<file path="config.mk">
export PLATFORM = sky130hd
export DESIGN_NAME = logic_unit_pipe_flat
export DESIGN_NICKNAME = d
export VERILOG_FILES = /design/src/rtl/logic_unit_if.sv /design/src/rtl/logic_unit_pipe.sv /design/src/flat_wrapper.sv
export SDC_FILE = /design/constraint.sdc
export NUM_CORES = 1
export LEC_CHECK = 0
export CORE_ASPECT_RATIO = 0.8
export CORE_UTILIZATION = 25
export CTS_CLUSTER_SIZE = 40
export DETAILED_ROUTE_END_ITERATION = 16
export PLACE_DENSITY = 0.49
export SYNTH_ARGS = -nofsm -noshare
export SYNTH_HDL_FRONTEND = slang
export SYNTH_SLANG_ARGS = --single-unit
</file>
<file path="constraint.sdc">
create_clock -name clk -period 2.73 [get_ports clk]
set_input_delay 0.273 -clock clk [delete_from_list [all_inputs] [get_ports clk]]
set_output_delay 0.273 -clock clk [all_outputs]
set_load 0.02 [all_outputs]
</file>
<file path="src/rtl/logic_unit_if.sv">
// logic_unit_if: operand/result handshake bundle between a source and the logic unit.
interface logic_unit_if #(
    parameter int WIDTH = 8,
    parameter int CNT_W = 8
);
    logic             in_valid;
    logic             in_ready;
    logic [WIDTH-1:0] a;
    logic [WIDTH-1:0] b;
    logic [2:0]       op;
    logic             acc_en;
    logic             acc_clr;
    logic             out_valid;
    logic             out_ready;
    logic [WIDTH-1:0] result;
    logic             zero;
    logic             ones;
    logic             parity;
    logic [CNT_W-1:0] op_count;
    modport master (
        output in_valid, a, b, op, acc_en, acc_clr, out_ready,
        input  in_ready, out_valid, result, zero, ones, parity, op_count
    );
    modport slave (
        input  in_valid, a, b, op, acc_en, acc_clr, out_ready,
        output in_ready, out_valid, result, zero, ones, parity, op_count
    );
endinterface

</file>
<file path="src/rtl/logic_unit_pipe.sv">
// logic_unit_pipe: registered bitwise logic unit with accumulator, status flags and saturating op count.
module logic_unit_pipe #(
    parameter int WIDTH = 8,
    parameter int CNT_W = 8
) (
    input logic        clk,
    input logic        rst,
    logic_unit_if.slave io
);
    logic             accept, in_ready;
    logic [WIDTH-1:0] op_a, res;
    logic             out_valid_d, out_valid_q;
    logic [WIDTH-1:0] result_d, result_q, acc_d, acc_q;
    logic             zero_d, zero_q, ones_d, ones_q, parity_d, parity_q;
    logic [CNT_W-1:0] cnt_d, cnt_q;
    always_comb begin
        in_ready    = ~out_valid_q | io.out_ready;
        accept      = io.in_valid & in_ready;
        op_a        = io.acc_en ? (io.acc_clr ? '0 : acc_q) : io.a;
        res         = '0;
        case (io.op)
            3'd0: res = ~(op_a & io.b);
            3'd1: res = op_a & io.b;
            3'd2: res = op_a | io.b;
            3'd3: res = op_a ^ io.b;
            3'd4: res = ~(op_a | io.b);
            3'd5: res = ~(op_a ^ io.b);
            3'd6: res = ~op_a;
            default: res = op_a & ~io.b;
        endcase
        out_valid_d = accept | (out_valid_q & ~io.out_ready);
        result_d    = accept ? res : result_q;
        // flags come from the same combinational result that is captured
        zero_d      = accept ? (res == '0) : zero_q;
        ones_d      = accept ? (res == '1) : ones_q;
        parity_d    = accept ? ^res : parity_q;
        acc_d       = (accept & io.acc_en) ? res : io.acc_clr ? '0 : acc_q;
        cnt_d       = (accept && cnt_q != '1) ? cnt_q + 1'b1 : cnt_q;
    end
    always_ff @(posedge clk or posedge rst) begin
        if (rst) begin
            out_valid_q <= 1'b0;
            result_q    <= '0;
            zero_q      <= 1'b1;
            ones_q      <= 1'b0;
            parity_q    <= 1'b0;
            acc_q       <= '0;
            cnt_q       <= '0;
        end else begin
            out_valid_q <= out_valid_d;
            result_q    <= result_d;
            zero_q      <= zero_d;
            ones_q      <= ones_d;
            parity_q    <= parity_d;
            acc_q       <= acc_d;
            cnt_q       <= cnt_d;
        end
    end
    assign io.in_ready  = in_ready;
    assign io.out_valid = out_valid_q;
    assign io.result    = result_q;
    assign io.zero      = zero_q;
    assign io.ones      = ones_q;
    assign io.parity    = parity_q;
    assign io.op_count  = cnt_q;
endmodule

</file>
<file path="src/flat_wrapper.sv">
// flat-port wrapper written by rule: the top's interface ports become plain ports
module logic_unit_pipe_flat 
#(
    parameter int WIDTH = 8,
    parameter int CNT_W = 8
)
  (clk, rst, io_in_valid, io_a, io_b, io_op, io_acc_en, io_acc_clr, io_out_ready, io_in_ready, io_out_valid, io_result, io_zero, io_ones, io_parity, io_op_count);
  logic_unit_if #(.WIDTH(WIDTH), .CNT_W(CNT_W)) io_i ();
  input logic clk;
  input logic rst;
  input wire logic [$bits(io_i.in_valid)-1:0] io_in_valid;
  input wire logic [$bits(io_i.a)-1:0] io_a;
  input wire logic [$bits(io_i.b)-1:0] io_b;
  input wire logic [$bits(io_i.op)-1:0] io_op;
  input wire logic [$bits(io_i.acc_en)-1:0] io_acc_en;
  input wire logic [$bits(io_i.acc_clr)-1:0] io_acc_clr;
  input wire logic [$bits(io_i.out_ready)-1:0] io_out_ready;
  output wire logic [$bits(io_i.in_ready)-1:0] io_in_ready;
  output wire logic [$bits(io_i.out_valid)-1:0] io_out_valid;
  output wire logic [$bits(io_i.result)-1:0] io_result;
  output wire logic [$bits(io_i.zero)-1:0] io_zero;
  output wire logic [$bits(io_i.ones)-1:0] io_ones;
  output wire logic [$bits(io_i.parity)-1:0] io_parity;
  output wire logic [$bits(io_i.op_count)-1:0] io_op_count;
  assign io_i.in_valid = io_in_valid;
  assign io_i.a = io_a;
  assign io_i.b = io_b;
  assign io_i.op = io_op;
  assign io_i.acc_en = io_acc_en;
  assign io_i.acc_clr = io_acc_clr;
  assign io_i.out_ready = io_out_ready;
  assign io_in_ready = io_i.in_ready;
  assign io_out_valid = io_i.out_valid;
  assign io_result = io_i.result;
  assign io_zero = io_i.zero;
  assign io_ones = io_i.ones;
  assign io_parity = io_i.parity;
  assign io_op_count = io_i.op_count;
  logic_unit_pipe #(.WIDTH(WIDTH), .CNT_W(CNT_W)) u_core (.clk(clk), .rst(rst), .io(io_i));
endmodule
</file>
==> out/metrics.csv, run 1 <==
metric,value,unit
worst r2r path cells,11,
Max Slew Vio Count,0,
critical path startpoint category,flip-flop,
Tmin final,2.68,ns
"area leader, netlist",dfrtp_1,
crit path cell chain,and3b_2 > or2_4 > ha_4 > mux2i_1 > mux2i_1 > a22oi_2 > or2_4 > ha_4 > xnor2_2 > xnor2_1 > o21ai_1,
RR Endpoint,u_core.io.parity$_DFFE_PP0P_,
Fin. Hold Viols,0,
ys flop type,dfrtp_1,
maximum clock path buffer count,2,
Slew headroom,54.5,%
ys async rst share,100,%
syn_nets,339,
CP bufs+invs,0,
Worst path max stage delay,0.39,ns
IO buf count,45,
CP endpoint kind,flip-flop,
Yosys Warn Count,0,
critical path's top delay family,simple AND/OR/NAND/NOR gates,
num rows,32,
Core ar.,0.00965,sq mm
FF-to-FF setup slack,0.05,ns
layout cell share with drive strength beyond 1,28.6,%
fin area,0.00386,sq mm
Detailed Route WL,6890,microns
Arrival @ worst endpoint,2.81,ns
Die X,113,microns
Area contributors post-synth,"dfrtp_1 (27%), ha_1 (17%), mux2i_1 (5.2%)",
die height,91.2,microns
"critical path fanouts, max",2,
wire length per cell,13.5,microns
RSZ-0062 raised after global routing,true,
synthesized area,0.00249,sq mm
IO Pins,46,
"CTS clk-pin slew, worst paths",0.07,ns
P_leak,0.00179,uW
total power,1900,uW
sequential area share after synthesis,28.2,%
clk sinks,28,
Clk pwr share,23.0,%
switching power,642,uW
vias in the first global route,2201,
Slew @ Worst Pin,0.681,ns
GRT Overall Usage,13.7,%
DR vias/cell,4.39,
combinational power share,46.3,%
first-pass GRT wire length,11300,microns
Post-synth EDFFs,0,
DP HPWL,5170,microns
fin crit share,98.3,%
synthesis-stage register bit count,28,
status,completed,
Int Power,1260,uW
worst path required time,2.86,ns
Die Footprint,0.0103,sq mm
Setup CP Type,reg -> reg,
switch share,33.8,%
HP Class,in -> async,
final setup fails,0,
Seq pwr share,30.6,%
antenna diode count,0,
area delta synth->final,55.5,%
initial antenna violation count,0,
Synth Instances,281,
number of DRC markers after the initial detailed-route iteration,72,
share of the synthesized area in the top cell type,27.2,%
First-pass DRT Iterations,6,
maximum level of the CTS H-tree,1,
global route overflow,0,
# DRC,0,
Worst Skew,0.00262,ns
CTS Buf Count,3,
Cell Pwr Density,491,mW/mm^2
Vias,2238,
CP max stage cell,dfrtp_1,
largest net degree at the start of global routing,29,
"antenna viol nets, final",0,
CTS root buf,clkbuf_16,
worst-skew pair later-pin latency,0.26,ns
Max VDD drop,0.172,mV
Nets,433,
Fmax,373,MHz
Post-Synthesis Mean Instance Area,8.85,sq um
initial core utilization,25.8,%
placed inst area,0.00344,sq mm
max_cap viols,0,
count of different cell masters after synthesis,38,
RD Place Congestion,0.809,
Worst R2R Start,u_core.acc_q[1]$_DFF_PP0_,
CTS tree,yes,
[worst register-to-register path: stages, from the launching register on]
cell	delay, ns
dfrtp_1	0.39
and3b_2	0.22
or2_4	0.25
ha_4	0.21
mux2i_1	0.18
mux2i_1	0.27
a22oi_2	0.13
or2_4	0.28
ha_4	0.25
xnor2_2	0.17
xnor2_1	0.14
o21ai_1	0.07
[metal layers]
metal	GRT usage [%]	vias up	part of all wire, %
met5	0	-	0
met4	2.74	0	0.41
met3	1.47	4	3.2
met2	19.6	52	41
met1	21.7	1030	55
li1	-	1152	-
[power by group through the flow]
| stage | Combinational, uW | Sequential (uW) | Clock [uW] |
|---|---|---|---|
| after CTS | 825 | 582 | 446 |
| final | 880 | 582 | 437 |
| after global routing | 958 | 598 | 465 |
| after floorplan | 345 | 661 | 0 |
| after global placement | 761 | 590 | 0 |
| after detailed placement | 775 | 589 | 0 |
[per-stage QoR]
stage / worst slack (ns) / TNS [ns] / hold slack (ns) / util (%) / cells
after global routing: -0.0280 / -0.0280 / 0.451 / 40.1 / 510
after detailed placement: -0.675 / -1.37 / 0.471 / 35.7 / 497
after floorplan: 0.0252 / 0 / 0.338 / - / 281
after CTS: 0.000330 / 0 / 0.401 / 37.9 / 504
after global placement: -0.690 / -1.44 / 0.464 / 35.7 / 497
final: 0.0476 / 0 / 0.378 / 40.1 / 510
[layout by cell type (no fill, tap or decap), types with 5 or more instances in the layout]
master and count:
a22oi_2 5, buf_4 52, clkdlybuf4s50_1 42, dfrtp_1 27, ha_1 26, ha_4 7
inv_1 25, mux2i_1 11, nand2_1 25, nand2b_1 9, nand3_1 5, nor2_1 20
nor2b_1 8, o21ai_0 10, o31ai_1 12, o32ai_1 5, or2_4 7, xor2_1 11
[cells by family after synthesis]
logic type / synth area share, %
simple gates: 22.2
compound gates: 15.2
buf+inv: 6.74
fa+ha+maj: 16.6
flops: 28.2
xor+xnor: 5.28
mux: 5.69
[sequential cells by signal, indices dropped and copies added (netlist names)]
name / flops
u_core.acc_q: 8
u_core.io.ones: 1
u_core.io.op_count: 8
u_core.io.out_valid: 1
u_core.io.parity: 1
u_core.io.result: 8
u_core.io.zero: 1
[worst max path at each step]
stage               slack (ns)                       from  cells after the start                            to
floorplan                 0.03                  io_acc_en                     12  u_core.io.parity$_DFFE_PP0P_
finish                    0.05  u_core.acc_q[1]$_DFF_PP0_                     11  u_core.io.parity$_DFFE_PP0P_
global placement         -0.69                 io_acc_clr                     12  u_core.io.parity$_DFFE_PP0P_
CTS                     0.0003  u_core.acc_q[5]$_DFF_PP0_                     11  u_core.io.parity$_DFFE_PP0P_
global route             -0.03  u_core.acc_q[5]$_DFF_PP0_                     11  u_core.io.parity$_DFFE_PP0P_
detailed placement       -0.67                 io_acc_clr                     12  u_core.io.parity$_DFFE_PP0P_
[synth_stat cells, drive strengths merged (4+ instances only)]
cell	number
a221oi	4
dfrtp	27
inv	25
mux2i	13
a31oi	4
xor2	11
or2	12
nand2b	9
nand2	25
nor2	20
o31ai	12
nand3	5
o32ai	5
ha	33
xnor2	4
buf	9
a22oi	7
nor2b	11
and3b	5
o21ai	12
[area by class of cell]
type                       count  area [sq um]
clock buffer                   3          75.1
clock inverter                 1          30.0
fill                         988          5780
inverter                      25          93.8
multi-input combinational    216          1860
sequential                    28           702
tap                          136           170
timing repair buffer         101           932
[timing repair]
item	4_1_cts	5_1_grt
cloned	1	0
buffers inserted	2	6
setup endpoints to repair	3	3
pin swaps	6	24
gates resized for setup	14	35
hold buffers	0	0
(Power assumes the default switching activity.)
==> inputs of run 2 (changes only) <==
GPL_TIMING_DRIVEN = 0   (was not set)
SLEW_MARGIN = 0   (was not set)
==> out/metrics.csv, run 2 (synthesis gave the netlist of run 1 again) <==
metric,value,unit
"CTS clk-pin slew, worst paths",0.07,ns
first-pass GRT wire length,11400,microns
worst path required time,2.86,ns
GRT Overall Usage,13.7,%
layout cell share with drive strength beyond 1,27.1,%
dpl cells,461,
vias in the first global route,2161,
First-pass DRT Iterations,4,
RSZ-0062 raised after global routing,true,
Core ar.,0.00965,sq mm
antenna diode count,0,
CTS Buf Count,3,
Detailed Route WL,6830,microns
DR vias/cell,4.50,
status,completed,
Slew @ Worst Pin,1.13,ns
CTS root buf,clkbuf_16,
"commonest non-fill, non-tap cell in the layout",clkdlybuf4s50_1,
worst-skew pair later-pin latency,0.26,ns
CP bufs+invs,1,
Fin. Hold Viols,0,
Max Slew Vio Count,0,
CP endpoint kind,flip-flop,
largest net degree at the start of global routing,29,
Die X,113,microns
area delta synth->final,49.7,%
num rows,32,
die height,91.2,microns
Setup CP Type,in -> reg,
Arrival @ worst endpoint,2.79,ns
number of DRC markers after the initial detailed-route iteration,91,
initial core utilization,25.8,%
global route overflow,0,
clk sinks,28,
crit path cell chain,clkdlybuf4s50_1 > nor2b_4 > a21o_4 > ha_4 > and2_4 > a221oi_4 > a221oi_4 > or2_1 > ha_4 > xnor2_2 > xnor2_1 > o21ai_1,
CTS tree,yes,
Max VDD drop,0.223,mV
Slew headroom,24.3,%
GR peak layer,met1,
Min Hold Slack,0.417,ns
Die Footprint,0.0103,sq mm
Nets,410,
# DRC,0,
IO Pins,46,
maximum level of the CTS H-tree,1,
maximum clock path buffer count,2,
Cell Pwr Density,478,mW/mm^2
CP max stage cell,clkdlybuf4s50_1,
initial antenna violation count,0,
fillcell total,979,
most frequent cells in the layout,"clkdlybuf4s50_1 (40), dfrtp_1 (27), buf_4 (24), nand2_1 (24), ha_1 (23)",
"critical path fanouts, max",4,
Layout Cells excl Fill,487,
max_cap viols,0,
"antenna viol nets, final",0,
Vias,2191,
critical path startpoint category,primary input,
Worst path max stage delay,0.40,ns
Tmin final,2.65,ns
critical path's top delay family,compound AO/OA/AOI/OAI gates,
wire length per cell,14.0,microns
CTS Hold Bufs,0,
HP Class,in -> reg,
met2 usage in global routing,20.2,%
IO buf count,44,
met1 Resource Use GR,21.4,%
final setup fails,0,
RD Place Congestion,0.775,
fin crit share,97.2,%
routing usage on met3,1.47,%
Worst Skew,0.00385,ns
Fmax,377,MHz
DP HPWL,4980,microns
P_leak,0.00165,uW
run 2: power breakdown:
| part | total, uW | switching, uW | internal [uW] | leakage, uW |
|---|---|---|---|---|
| Clock | 339 | 139 | 200 | 0.0000382 |
| Combinational | 859 | 417 | 442 | 0.00125 |
| Sequential | 580 | 82.0 | 498 | 0.000355 |
run 2: cell type report:
cell class	instances	area, sq um	share of cell area (%)
Timing Repair Buffer	66	603	16.2
Tap cell	136	170	4.57
Inverter	25	93.8	2.52
Sequential cell	28	702	18.9
Buffer	12	90.1	2.42
Clock buffer	4	78.8	2.12
Multi-Input combinational cell	216	1980	53.3
run 2: metal layers:
layer | up-vias | part of all wire (%)
met5 | - | 0
met1 | 1021 | 54
met4 | 0 | 0
met3 | 0 | 3.2
li1 | 1112 | -
met2 | 58 | 43
run 2: what timing repair did:
item                                    CTS  global route
pin swaps                                15            36
endpoints found under the setup margin    3             2
setup buffers                            12            10
resized for setup                        41            36
run 2: worst min-delay path, cell delays in order:
cell     delay (ns)
buf_2          0.19
nor2b_4        0.06
nand2_1        0.05
o31ai_1        0.06
run 2: final timing paths:
| path | startpoint | to | slack [ns] | depth (start not counted) |
|---|---|---|---|---|
| max | io_a[0] | u_core.io.parity$_DFFE_PP0P_ | 0.08 | 12 |
| min | io_acc_clr | u_core.acc_q[4]$_DFF_PP0_ | 0.42 | 4 |
| max reg2reg | u_core.acc_q[1]$_DFF_PP0_ | u_core.io.parity$_DFFE_PP0P_ | 0.08 | 11 |
| min reg2reg | u_core.io.result[3]$_DFFE_PP0P_ | u_core.io.result[3]$_DFFE_PP0P_ | 0.49 | 2 |
| max in group asynchronous | rst | u_core.io.result[3]$_DFFE_PP0P_ | 1.44 | 2 |
| min in group asynchronous | rst | u_core.io.op_count[7]$_DFFE_PP0P_ | 0.61 | 2 |
run 2: through the flow:
step | instance area, sq um | total power [uW] | worst slack (ns) | utilization (%) | setup TNS, ns
final | 3720 | 1780 | 0.0756 | 38.6 | 0
after global routing | 3720 | 1900 | -0.0580 | 38.6 | -0.0580
after CTS | 3460 | 1730 | 0.000255 | 35.9 | 0
after global placement | 3120 | 1280 | -0.923 | 32.3 | -2.93
after floorplan | 2510 | 1010 | 0.0252 | - | 0
after detailed placement | 3120 | 1290 | -0.958 | 32.3 | -3.56
